File: src/rtl/hdlbc_dec_core.sv
// ---------------------------------------------------------------------------
// hdlbc_dec_core
//
// Iterative 64-bit block decryptor. One inverse round is applied per clock
// cycle, and round keys are consumed in descending order (ROUNDS-1 down to 0).
// The round keys come from an external key schedule. This block drives
// rk_idx, and the schedule must return the matching rk combinationally in
// the same cycle.
//
// Bit 0 of every vector is the MSB. The 64-bit state is split into four
// 16-bit words: W0=[0:15], W1=[16:31], W2=[32:47], W3=[48:63].
//
// Ports
//   clk     in   1      clock, rising edge
//   rst     in   1      synchronous active-high reset
//   start   in   1      start a decryption of cin (sampled only in IDLE)
//   cin     in   [0:63] ciphertext block
//   rk_idx  out  [0:4]  round key index required this cycle (0 outside RUN)
//   rk      in   [0:15] round key for rk_idx
//   busy    out  1      high in RUN and DONE
//   done    out  1      one-cycle pulse while pout carries a new result
//   pout    out  [0:63] plaintext, held until the next completed decryption
// ---------------------------------------------------------------------------
module hdlbc_dec_core #(
    parameter int ROUNDS = 24   // legal range 1..32
) (
    input  logic        clk,
    input  logic        rst,
    input  logic        start,
    input  logic [0:63] cin,
    output logic [0:4]  rk_idx,
    input  logic [0:15] rk,
    output logic        busy,
    output logic        done,
    output logic [0:63] pout
);

    typedef enum logic [1:0] {
        IDLE = 2'd0,
        RUN  = 2'd1,
        DONE = 2'd2
    } state_t;

    localparam logic [0:4] LAST_IDX = 5'(ROUNDS - 1);

    state_t      state, state_nxt;
    logic [0:4]  cnt, cnt_nxt;
    logic [0:63] blk, blk_nxt;
    logic [0:63] pout_nxt;

    // -----------------------------------------------------------------------
    // Inverse round: (W0,W1,W2,W3) -> (W1, W0^F, W3, W2^F), where F uses the
    // same A/C words the forward round used. Those words travel through
    // unchanged as W1/W3, which is what makes the round invertible.
    // -----------------------------------------------------------------------
    logic [0:15] w0, w1, w2, w3;
    logic [0:15] rot_a, rot_c, f;
    logic [0:63] round_out;

    always_comb begin
        w0        = blk[0:15];
        w1        = blk[16:31];
        w2        = blk[32:47];
        w3        = blk[48:63];
        rot_a     = {w1[1:15], w1[0]};     // rotl1(A), A = W1
        rot_c     = {w3[8:15], w3[0:7]};   // rotl8(C), C = W3
        f         = ~(rot_a & rot_c) ^ rk ^ w3;
        round_out = {w1, w0 ^ f, w3, w2 ^ f};
    end

    // -----------------------------------------------------------------------
    // Next-state and output logic
    // -----------------------------------------------------------------------
    always_comb begin
        // NOTE: every signal assigned here gets a default first, so no path
        // leaves a value unassigned and no latch is inferred.
        state_nxt = state;
        cnt_nxt   = cnt;
        blk_nxt   = blk;
        pout_nxt  = pout;
        rk_idx    = 5'd0;
        busy      = 1'b0;
        done      = 1'b0;

        unique case (state)
            IDLE: begin
                if (start) begin
                    blk_nxt   = cin;
                    cnt_nxt   = LAST_IDX;
                    state_nxt = RUN;
                end
            end

            RUN: begin
                busy    = 1'b1;
                rk_idx  = cnt;
                blk_nxt = round_out;
                // Exit at zero instead of decrementing, so the counter never
                // wraps. With ROUNDS=1 this is the first and only RUN cycle.
                if (cnt == 5'd0) begin
                    pout_nxt  = round_out;
                    state_nxt = DONE;
                end else begin
                    cnt_nxt = cnt - 5'd1;
                end
            end

            DONE: begin
                busy      = 1'b1;
                done      = 1'b1;
                state_nxt = IDLE;
            end

            default: begin
                state_nxt = IDLE;
            end
        endcase
    end

    // -----------------------------------------------------------------------
    // State registers
    // -----------------------------------------------------------------------
    always_ff @(posedge clk) begin
        // NOTE: sequential state uses non-blocking assignments, so every
        // register samples its pre-edge inputs regardless of statement order.
        if (rst) begin
            state <= IDLE;
            cnt   <= 5'd0;
            blk   <= 64'd0;
            pout  <= 64'd0;
        end else begin
            state <= state_nxt;
            cnt   <= cnt_nxt;
            blk   <= blk_nxt;
            pout  <= pout_nxt;
        end
    end

endmodule
File: config.mk
export PLATFORM = sky130hd
export DESIGN_NAME = hdlbc_dec_core
export DESIGN_NICKNAME = d
export VERILOG_FILES = /design/src/rtl/hdlbc_dec_core.sv
export SDC_FILE = /design/constraint.sdc
export NUM_CORES = 1
export LEC_CHECK = 0
export CAP_MARGIN = 20
export CORE_ASPECT_RATIO = 1.1
export CORE_MARGIN = 3
export CORE_UTILIZATION = 64
export CTS_CLUSTER_DIAMETER = 30
export DETAILED_ROUTE_END_ITERATION = 8
export DONT_BUFFER_PORTS = 1
export GPL_TIMING_DRIVEN = 0
export HOLD_SLACK_MARGIN = 0.15
export PLACE_DENSITY = 0.91
export SLEW_MARGIN = 20
export SYNTH_ARGS = -nofsm -noshare
export SYNTH_HDL_FRONTEND = slang
export SYNTH_SLANG_ARGS = --single-unit
export TNS_END_PERCENT = 30
File: constraint.sdc
create_clock -name clk -period 2.3 [get_ports clk]
set_clock_uncertainty 0.05 [all_clocks]
set_input_delay 0.115 -clock clk [delete_from_list [all_inputs] [get_ports clk]]
set_output_delay 0.115 -clock clk [all_outputs]
set_load 0.03 [all_outputs]
==> results of run 1 <==
==> cell usage in the layout (no fill, tap or decap), types with 12 or more instances in the layout <==
cell / synthesis / layout
nand3b_1: 15 / 15
nand2_1: 148 / 148
a21oi_1: 69 / 69
o21ai_0: 18 / 18
a221oi_2: 16 / 17
nor3_1: 17 / 17
nor4_1: 18 / 18
a221oi_1: 16 / 15
nor2_1: 101 / 99
clkbuf_1: 27 / 27
xnor2_2: 16 / 16
buf_2: 23 / 22
xnor3_1: 32 / 32
clkbuf_16: 0 / 16
a2111oi_2: 12 / 12
and3_1: 32 / 32
dlygate4sd3_1: 0 / 80
dfxtp_1: 135 / 135
==> power by group through the flow <==
stage | Sequential [µW] | Clock [µW] | Combinational, µW
6_report | 4390 | 2810 | 6170
5_1_grt | 4410 | 2880 | 6460
4_1_cts | 4310 | 2750 | 5780
3_5_place_dp | 4360 | 0 | 5530
3_3_place_gp | 4340 | 0 | 5360
2_1_floorplan | 3930 | 0 | 4380
==> worst paths after layout <==
path	end	slack (ps)	depth (start not counted)
max	blk[61]$_SDFFE_PP0P_	20	9
min reg2reg	blk[36]$_SDFFE_PP0P_	460	2
max reg2reg	blk[61]$_SDFFE_PP0P_	20	9
min	blk[20]$_SDFFE_PP0P_	140	4
==> sequential cells by signal, summed over array words and instances, names as in the netlist <==
register	flops
blk	64
cnt	5
pout	64
state	2
==> per-layer routing <==
layer | routed length, µm | vias up | GRT usage
li1 | - | 2779 | -
met1 | 8570 | 3131 | 0.458
met2 | 11700 | 565 | 0.722
met3 | 2920 | 163 | 0.130
met4 | 1740 | 2 | 0.269
met5 | 13 | - | 0
==> worst max-delay path, delay by kind of cell, from the launching register on <==
family | cells | cell delay (ps)
flops | 1 | 340
compound gates | 1 | 310
fa+ha+maj | 1 | 210
simple gates | 2 | 300
buf+inv | 5 | 930
==> metrics by stage <==
| stage | setup TNS, ps | utilization | hold slack [ps] | cell area [µm²] | std cells |
|---|---|---|---|---|---|
| 2_1_floorplan | 0 | - | 328 | 6730 | 739 |
| 3_3_place_gp | 0 | 0.685 | 336 | 6900 | 879 |
| 3_5_place_dp | 0 | 0.685 | 344 | 6900 | 879 |
| 4_1_cts | -6.71 | 0.827 | 152 | 8340 | 991 |
| 5_1_grt | -39.6 | 0.829 | 179 | 8360 | 993 |
| 6_report | 0 | 0.829 | 141 | 8360 | 994 |
==> area by class of cell <==
cell class	instances	area [µm²]	share of cell area
Multi-Input combinational cell	537	3710	0.443
Sequential cell	135	2700	0.323
Timing Repair Buffer	82	816	0.0976
Clock buffer	20	445	0.0533
Buffer	62	337	0.0403
Tap cell	140	175	0.0210
Clock inverter	11	150	0.0180
Inverter	5	22.5	0.00269
Antenna cell	2	5.00	0.000599
==> timing repair <==
action / in CTS / in global routing
setup buffers: 1 / 1
hold buffers: 80 / 0
endpoints found under the setup margin: 8 / 75
endpoints found under the hold margin: 78 / 0
resized for setup: 8 / 5
pin swaps: 0 / 2
==> logic make-up after synthesis <==
logic type               share of synthesized area
AND/OR/NAND/NOR                              0.228
multiplexers                               0.00577
buffers and inverters                       0.0517
flip-flops                                   0.402
AO/OA/AOI/OAI                                0.158
adder cells (fa/ha/maj)                    0.00930
XOR/XNOR                                     0.146
==> results.py, run 1 <==
metrics = {
    "clocking": {
        "htree_num_levels": 4,
        "clk-insertion-delay-late_ps": 550,
        "clockBufferDepth": 2,
        "cts_buffers": 17,
        "root_buffer": "clkbuf_8",
        "path_clk_slew_ps": 70,
        "clock_sinks": 135,
        "cts_tree": "done",
    },
    "floorplan": {
        "num_io_pins": 154,
        "initial_core_util": 0.667,
        "rows": 38,
        "die_area_um2": 11800,
        "fp.dieW_um": 104,
        "core_um2": 10100,
        "die_h_um": 114,
    },
    "setup_path": {
        "arrival_ps": 2650,
        "crit_chain": "inv_1 -> ha_1 -> buf_4 -> clkinvlp_4 -> buf_4 -> clkbuf_1 -> and3_1 -> a221oi_1 -> nor2_1",
        "cpMostUsedCell": "buf_4",
        "critPathMaxFanout": 10,
        "start_kind": "flip-flop",
        "rr_startpoint": "state[1]$_SDFFE_PP0P_",
        "worst-setup-path-type": "reg2reg",
        "slowest_stage": "dfxtp_1",
        "critPathCaptureType": "flip-flop",
        "cp_data_required_time_ps": 2670,
        "crit_start": "state[1]$_SDFFE_PP0P_",
        "slowest_delay_ps": 340,
    },
    "synth": {
        "synth_nets": 827,
        "synth_top_cell_by_area": "dfxtp_1",
        "yosysMostFrequentCell": "nand2_1",
        "synth_common_cells": "148 x nand2_1, 135 x dfxtp_1, 101 x nor2_1",
        "ys_async_sr_fraction": 0,
        "avgSynthCellArea_um2": 9.10,
        "dominantRegCellSynth": "dfxtp_1",
        "syn_inst": 739,
        "synth.yosys.seq_area_share": 0.402,
        "synth.cell_area_um2": 6730,
        "synth_edf_count": 0,
        "synth-warning-count": 0,
        "yosysTopAreaCellShare": 0.402,
        "synthTopCellsByArea": "dfxtp_1 40%, xnor3_1 11%, nand2_1 8.3%",
        "synth_cell_types": 36,
        "ys_ff_latch": 135,
    },
    "global_route": {
        "grt_start_max_net_pins": 17,
        "grt_remaining_overflow": 0,
        "grt_pass1_wl_um": 37800,
        "grt_pass1_vias": 6845,
        "track_usage": 0.422,
        "antenna_found_initial": 2,
    },
    "timing": {
        "hold_viol": 0,
        "min_period_ps": 2280,
        "slew_headroom": 0.485,
        "slew_viol_final": 0,
        "timing.fmax_mhz": 439,
        "rsz0062_at_grt": "yes",
        "finalSetupViolCount": 0,
        "tightest_slew_ps": 772,
        "period_share": 0.989,
        "setup_slack_ps": 24.4,
    },
    "min_path": {
        "min_path_type": "in2reg",
        "hp-start": "rk[4]",
    },
    "layout": {
        "nets": 928,
        "fill_cells": 560,
        "drive_gt1_frac": 0.142,
        "syn2layout_area_growth_pct": 24.3,
    },
    "power": {
        "power.density_nw_per_um2": 1600,
        "switching_share": 0.440,
        "leakagePower_uw": 0.00345,
        "ir_worst_vdd_mv": 0.820,
        "combinationalPowerShare": 0.462,
        "pwr-share-seq": 0.328,
        "p_int_uw": 7480,
        "p_total_uw": 13400,
        "p_switching_uw": 5880,
        "clockPowerShare": 0.210,
    },
    "place": {
        "place_hpwl_um": 15900,
        "gp_congestion": 0.932,
        "port_buffers": 0,
        "place_ws_ps": 6.25,
    },
    "detailed_routing": {
        "drc_errors": 0,
        "drt_iter0_drc": 902,
        "ant_nets": 0,
        "drt_wl_total_um": 25000,
        "wire_per_inst_um": 25.1,
        "num_vias": 6640,
        "via_per_inst": 6.68,
        "drtPass1Iterations": 5,
    },
    "run": {
        "drv_cap": 0,
    },
    "outcome": {
        "status": "completed",
    },
}
No activity file was read; power rests on OpenSTA's default activity.
==> run 2: changes to the inputs <==
--- a/config.mk
+++ b/config.mk
@@ -8,13 +8,14 @@
 export CAP_MARGIN = 20
 export CORE_ASPECT_RATIO = 1.1
 export CORE_MARGIN = 3
-export CORE_UTILIZATION = 64
+export CORE_UTILIZATION = 65
+export CTS_BUF_LIST = sky130_fd_sc_hd__clkbuf_8
 export CTS_CLUSTER_DIAMETER = 30
 export DETAILED_ROUTE_END_ITERATION = 8
 export DONT_BUFFER_PORTS = 1
 export GPL_TIMING_DRIVEN = 0
 export HOLD_SLACK_MARGIN = 0.15
-export PLACE_DENSITY = 0.91
+export PLACE_DENSITY_LB_ADDON = 0.15
 export SLEW_MARGIN = 20
 export SYNTH_ARGS = -nofsm -noshare
 export SYNTH_HDL_FRONTEND = slang
==> run 2 against run 1 <==
The flow now finishes with violations (setup timing). Final cell count down 3.7%. Register-to-register slack worse by 30 ps. Non-clock buffer count down 16. Global-route usage down 3.5 points. Count of clock-buffer cells in the layout down 2. Maximum frequency down 2.0%. Combinational power down 4.7%. Hold slack better by 17 ps. Sequential power down 2%. Critical path type is now reg2out. Total power down 6.8%. Utilization down 2.7 points. Highest routed layer is now met4.
==> results.py, run 2 (synthesis gave the netlist of run 1 again) <==
metrics = {
    "setup_path": {
        "cp_data_required_time_ps": 2130,
        "worst-path-buf-inv": 4,
        "cp_top_family": "buffers and inverters",
        "critPathCaptureType": "output port",
        "slowest_delay_ps": 330,
        "start_kind": "flip-flop",
        "worst-setup-path-type": "reg2out",
        "critPathMaxFanout": 10,
        "arrival_ps": 2160,
        "crit_chain": "inv_1 -> ha_1 -> buf_2 -> inv_1 -> buf_2 -> nor2_4",
        "slowest_stage": "dfxtp_1",
    },
    "timing": {
        "timing.fmax_mhz": 431,
        "hold_viol": 0,
        "slew_headroom": 0.522,
        "slew_viol_final": 0,
        "min_period_ps": 2320,
        "rsz0062_at_grt": "yes",
        "period_share": 1.01,
        "hold_slack_ps": 158,
        "setup_slack_ps": -22.0,
        "finalSetupViolCount": 4,
        "tightest_slew_ps": 717,
    },
    "global_route": {
        "grt_pass1_vias": 6348,
        "grt_pass1_wl_um": 33600,
        "grt_remaining_overflow": 0,
        "antenna_found_initial": 0,
        "grt_start_max_net_pins": 17,
        "track_usage": 0.387,
    },
    "floorplan": {
        "rows": 38,
        "fp.dieW_um": 103,
        "die_area_um2": 11600,
        "initial_core_util": 0.674,
        "num_io_pins": 154,
        "die_h_um": 113,
        "core_um2": 9980,
    },
    "clocking": {
        "cts_buffers": 17,
        "path_clk_slew_ps": 70,
        "clock_sinks": 135,
        "root_buffer": "clkbuf_8",
        "clockBufferDepth": 2,
        "clk-insertion-delay-late_ps": 440,
        "cts_tree": "done",
        "htree_num_levels": 4,
    },
    "detailed_routing": {
        "drc_errors": 0,
        "drt_wl_total_um": 22300,
        "via_per_inst": 6.58,
        "wire_per_inst_um": 23.3,
        "ant_nets": 0,
        "drtPass1Iterations": 8,
        "num_vias": 6301,
        "drt_iter0_drc": 581,
    },
    "outcome": {
        "status": "finished with violations",
        "violations": "setup timing",
    },
    "place": {
        "dp_cells": 859,
        "gp_congestion": 0.952,
        "place_hpwl_um": 15500,
        "port_buffers": 0,
    },
    "layout": {
        "finish.utilization": 0.802,
        "top_regs": "blk (64), pout (64), cnt (5)",
        "syn2layout_area_growth_pct": 19.1,
        "nets": 912,
        "drive_gt1_frac": 0.139,
        "final_cells": 957,
        "final_common_cell": "nand2_1",
        "final_cell_mix": "148 x nand2_1, 135 x dfxtp_1, 99 x nor2_1, 69 x a21oi_1, 66 x dlygate4sd3_1",
    },
    "power": {
        "leakagePower_uw": 0.00332,
        "power.density_nw_per_um2": 1550,
        "ir_worst_vdd_mv": 0.797,
    },
    "min_path": {
        "min_path_type": "in2reg",
    },
    "run": {
        "drv_cap": 0,
    },
}
## run 2: cell count changes in the layout (fill, tap and decap cells not counted), moves of 2 or more
cell / change
buf_2: +3
buf_4: -3
bufinv_16: +2
clkbuf_16: -16
clkbuf_8: +15
clkinvlp_4: -3
dlygate4sd3_1: -14
inv_1: +2
## run 2: area by class of cell
class / instances / area [µm²]
Antenna cell: 1 / 2.50
Buffer: 62 / 332
Clock buffer: 18 / 248
Clock inverter: 13 / 204
Fill cell: 617 / 1970
Inverter: 5 / 18.8
Multi-Input combinational cell: 537 / 3690
Sequential cell: 135 / 2700
Tap cell: 120 / 150
Timing Repair Buffer: 66 / 661
## run 2: where the power goes
group / leakage [µW] / switching [µW] / internal, µW
sequential: 0.00110 / 1260 / 3050
combinational: 0.00199 / 3230 / 2650
clock: 0.000234 / 946 / 1310
## run 2: metrics by stage
stage          power (µW)  setup TNS, ps  cell area (µm²)  setup slack, ps
6_report            12500          -56.4             8010            -22.0
5_1_grt             12900          -1070             8010             -120
4_1_cts             12100           -153             8000            -77.6
3_5_place_dp         9800              0             6880             77.1
3_3_place_gp         9640              0             6880              107
2_1_floorplan        8310              0             6730              504
## run 2: worst register-to-register path, cell delays in order, from the launching register on
cell     delay (ps)
dfxtp_1         350
inv_1            80
ha_1            190
buf_2           220
mux2i_2         560
buf_2           380
nor3_1          110
nor4_1          280
## run 2: per-layer routing
layer / up-vias / routed length [µm] / GRT usage / share of wire
met1: 2975 / 7920 / 0.463 / 0.36
met3: 106 / 2630 / 0.115 / 0.12
met2: 474 / 10500 / 0.623 / 0.47
met4: 0 / 1250 / 0.206 / 0.056
li1: 2746 / - / - / -
met5: - / 0 / 0 / 0
## run 2: final timing paths
path                                            start                    to  slack, ps  cells after the start
worst max register to register  state[1]$_SDFFE_PP0P_  blk[42]$_SDFFE_PP0P_        -10                      7
worst max-delay path            state[1]$_SDFFE_PP0P_             rk_idx[4]        -20                      6
worst min register to register   blk[45]$_SDFFE_PP0P_  blk[45]$_SDFFE_PP0P_        450                      2
worst min-delay path                            rk[3]  blk[19]$_SDFFE_PP0P_        160                      4
## run 2: timing repair
action / in CTS / in global routing
pin swaps: 0 / 1
buffers inserted: 0 / 0
setup endpoints to repair: 2 / 17
gates resized for setup: 3 / 6
endpoints found under the hold margin: 64 / 0
hold buffers: 66 / 0
==> run 3: changes to the inputs <==
--- a/config.mk
+++ b/config.mk
@@ -16,6 +16,7 @@
 export GPL_TIMING_DRIVEN = 0
 export HOLD_SLACK_MARGIN = 0.15
 export PLACE_DENSITY_LB_ADDON = 0.15
+export SETUP_SLACK_MARGIN = 0.4
 export SLEW_MARGIN = 20
 export SYNTH_ARGS = -nofsm -noshare
 export SYNTH_HDL_FRONTEND = slang
==> run 3 against run 2 <==
The flow now finishes without violations. Final cell count grew 2.3%. Combinational power rose by 19%. Critical path depth rose by 3. Maximum frequency grew 18%. Routed wire length rose by 8.5%. Count of clock-buffer cells in the layout unchanged. Non-clock buffer count grew 23. Total power rose by 9.7%. Hold slack better by 6.8 ps. Critical endpoint is now pout[16]$_SDFFE_PP0P_.
==> results.py, run 3 (synthesis gave the netlist of run 1 again) <==
metrics = {
    "outcome": {
        "status": "completed",
    },
    "timing": {
        "tightest_slew_ps": 738,
        "period_share": 0.857,
        "hold_viol": 0,
        "finalSetupViolCount": 0,
        "setup_slack_ps": 329,
        "timing.fmax_mhz": 507,
        "rsz0062_at_grt": "yes",
        "min_period_ps": 1970,
        "slew_viol_final": 0,
        "fin_setup_tns_ps": 0,
        "slew_headroom": 0.508,
    },
    "layout": {
        "seq_area_um2": 2710,
        "syn2layout_area_growth_pct": 26.5,
        "final_common_cell": "nand2_1",
        "top_regs": "blk (64), pout (64), cnt (5)",
        "drive_gt1_frac": 0.215,
        "multi_input_area_um2": 3880,
        "nets": 935,
        "final_cell_mix": "147 x nand2_1, 133 x dfxtp_1, 99 x nor2_1, 66 x a21oi_1, 65 x dlygate4sd3_1",
        "diodes": 0,
        "fill_cells": 512,
    },
    "global_route": {
        "grt_start_max_net_pins": 17,
        "grt_pass1_vias": 6445,
        "grt_pass1_wl_um": 34300,
        "track_usage": 0.396,
        "grt_remaining_overflow": 0,
        "antenna_found_initial": 0,
    },
    "setup_path": {
        "critPathMaxFanout": 10,
        "rrSetupSlack_ps": 330,
        "cp_data_required_time_ps": 2610,
        "rr_startpoint": "cnt[4]$_SDFFE_PP0P_",
        "regToRegEndpoint": "pout[16]$_SDFFE_PP0P_",
        "critPathCaptureType": "flip-flop",
        "slowest_delay_ps": 360,
        "arrival_ps": 2280,
        "slowest_stage": "dfxtp_1",
        "start_kind": "flip-flop",
        "crit_chain": "inv_2 -> ha_2 -> nor4b_4 -> buf_4 -> and2_4 -> buf_8 -> buf_6 -> nand2_1 -> a21oi_1",
        "reg2regPathDepth": 9,
        "worst-setup-path-type": "reg2reg",
    },
    "power": {
        "power.density_nw_per_um2": 1600,
        "leakagePower_uw": 0.00355,
        "ir_worst_vdd_mv": 0.831,
    },
    "floorplan": {
        "num_io_pins": 154,
        "fp.dieW_um": 103,
        "rows": 38,
        "initial_core_util": 0.674,
        "die_area_um2": 11600,
        "core_um2": 9980,
        "die_h_um": 113,
    },
    "clocking": {
        "cts_buffers": 17,
        "clockBufferDepth": 2,
        "cts_tree": "done",
        "path_clk_slew_ps": 70,
        "root_buffer": "clkbuf_8",
        "clock_sinks": 135,
        "clk-insertion-delay-late_ps": 440,
        "htree_num_levels": 4,
    },
    "place": {
        "gp_congestion": 0.952,
        "place_ws_ps": 77.1,
        "port_buffers": 0,
        "place_hpwl_um": 15500,
    },
    "detailed_routing": {
        "wire_per_inst_um": 24.7,
        "num_vias": 6536,
        "drc_errors": 0,
        "drtPass1Iterations": 6,
        "ant_nets": 0,
        "drt_wl_total_um": 24200,
        "drt_iter0_drc": 858,
        "via_per_inst": 6.68,
    },
    "min_path": {
        "min_path_type": "in2reg",
        "hp-start": "rk[3]",
        "holdPathEnd": "blk[19]$_SDFFE_PP0P_",
        "hold_path_depth": 4,
    },
    "run": {
        "drv_cap": 0,
    },
}
-- run 3: cell types whose count changed in the layout (fill, tap and decap cells not counted), moves of 4 or more --
cell	delta
buf_6	+10
inv_1	-5
buf_4	+30
buf_2	-17
a221oi_2	+14
a221oi_1	-15
clkbuf_2	+4
clkbuf_1	-8
-- run 3: area by class of cell --
type | count | area share
Sequential cell | 135 | 0.318
Tap cell | 120 | 0.0176
Buffer | 62 | 0.0526
Clock buffer | 18 | 0.0291
Timing Repair Buffer | 89 | 0.0998
Clock inverter | 13 | 0.0240
Inverter | 5 | 0.00294
Multi-Input combinational cell | 537 | 0.456
-- run 3: worst max path at each step --
stage,startpoint,end,slack [ps],depth (start not counted)
3_5_place_dp,state[1]$_SDFFE_PP0P_,blk[39]$_SDFFE_PP0P_,80,7
3_3_place_gp,state[1]$_SDFFE_PP0P_,blk[42]$_SDFFE_PP0P_,110,7
2_1_floorplan,state[0]$_SDFFE_PP0P_,blk[48]$_SDFFE_PP0P_,500,8
4_1_cts,cnt[4]$_SDFFE_PP0P_,pout[46]$_SDFFE_PP0P_,370,8
6_report,cnt[4]$_SDFFE_PP0P_,pout[16]$_SDFFE_PP0P_,330,9
5_1_grt,cnt[4]$_SDFFE_PP0P_,pout[46]$_SDFFE_PP0P_,290,9
-- run 3: critical path, delay by kind of cell, from the launching register on --
| kind | cells | cell delay [ps] |
|---|---|---|
| buffers and inverters | 4 | 620 |
| AO/OA/AOI/OAI | 1 | 150 |
| adder cells (fa/ha/maj) | 1 | 220 |
| AND/OR/NAND/NOR | 3 | 490 |
| flip-flops | 1 | 360 |
-- run 3: repair_timing --
item                       CTS  global route
buffers inserted            11            11
pin swaps                    2             5
resized for setup           40            78
setup endpoints to repair  129           119
hold endpoints to repair    64             0
hold buffers                65             0
gates cloned                 1             1
-- run 3: report_power, final --
part | leakage, µW | switching (µW) | total [µW] | internal (µW)
Combinational | 0.00221 | 3720 | 7020 | 3310
Clock | 0.000234 | 954 | 2270 | 1310
Sequential | 0.00111 | 1310 | 4370 | 3050
Total | 0.00355 | 5990 | 13700 | 7670
-- run 3: stage by stage --
stage	util	std cells	hold slack (ps)	cell area [µm²]	total power, µW
2_1_floorplan	-	739	328	6730	8310
3_3_place_gp	0.689	859	338	6880	9640
3_5_place_dp	0.689	859	343	6880	9800
4_1_cts	0.820	967	154	8180	12500
5_1_grt	0.852	979	194	8510	14100
6_report	0.852	979	164	8510	13700
-- run 3: layer usage --
metal | vias up | GRT usage | share of wire
met3 | 153 | 0.129 | 0.12
met4 | 0 | 0.239 | 0.072
met1 | 3045 | 0.470 | 0.34
met2 | 553 | 0.619 | 0.46
met5 | - | 0 | 0
li1 | 2785 | - | -
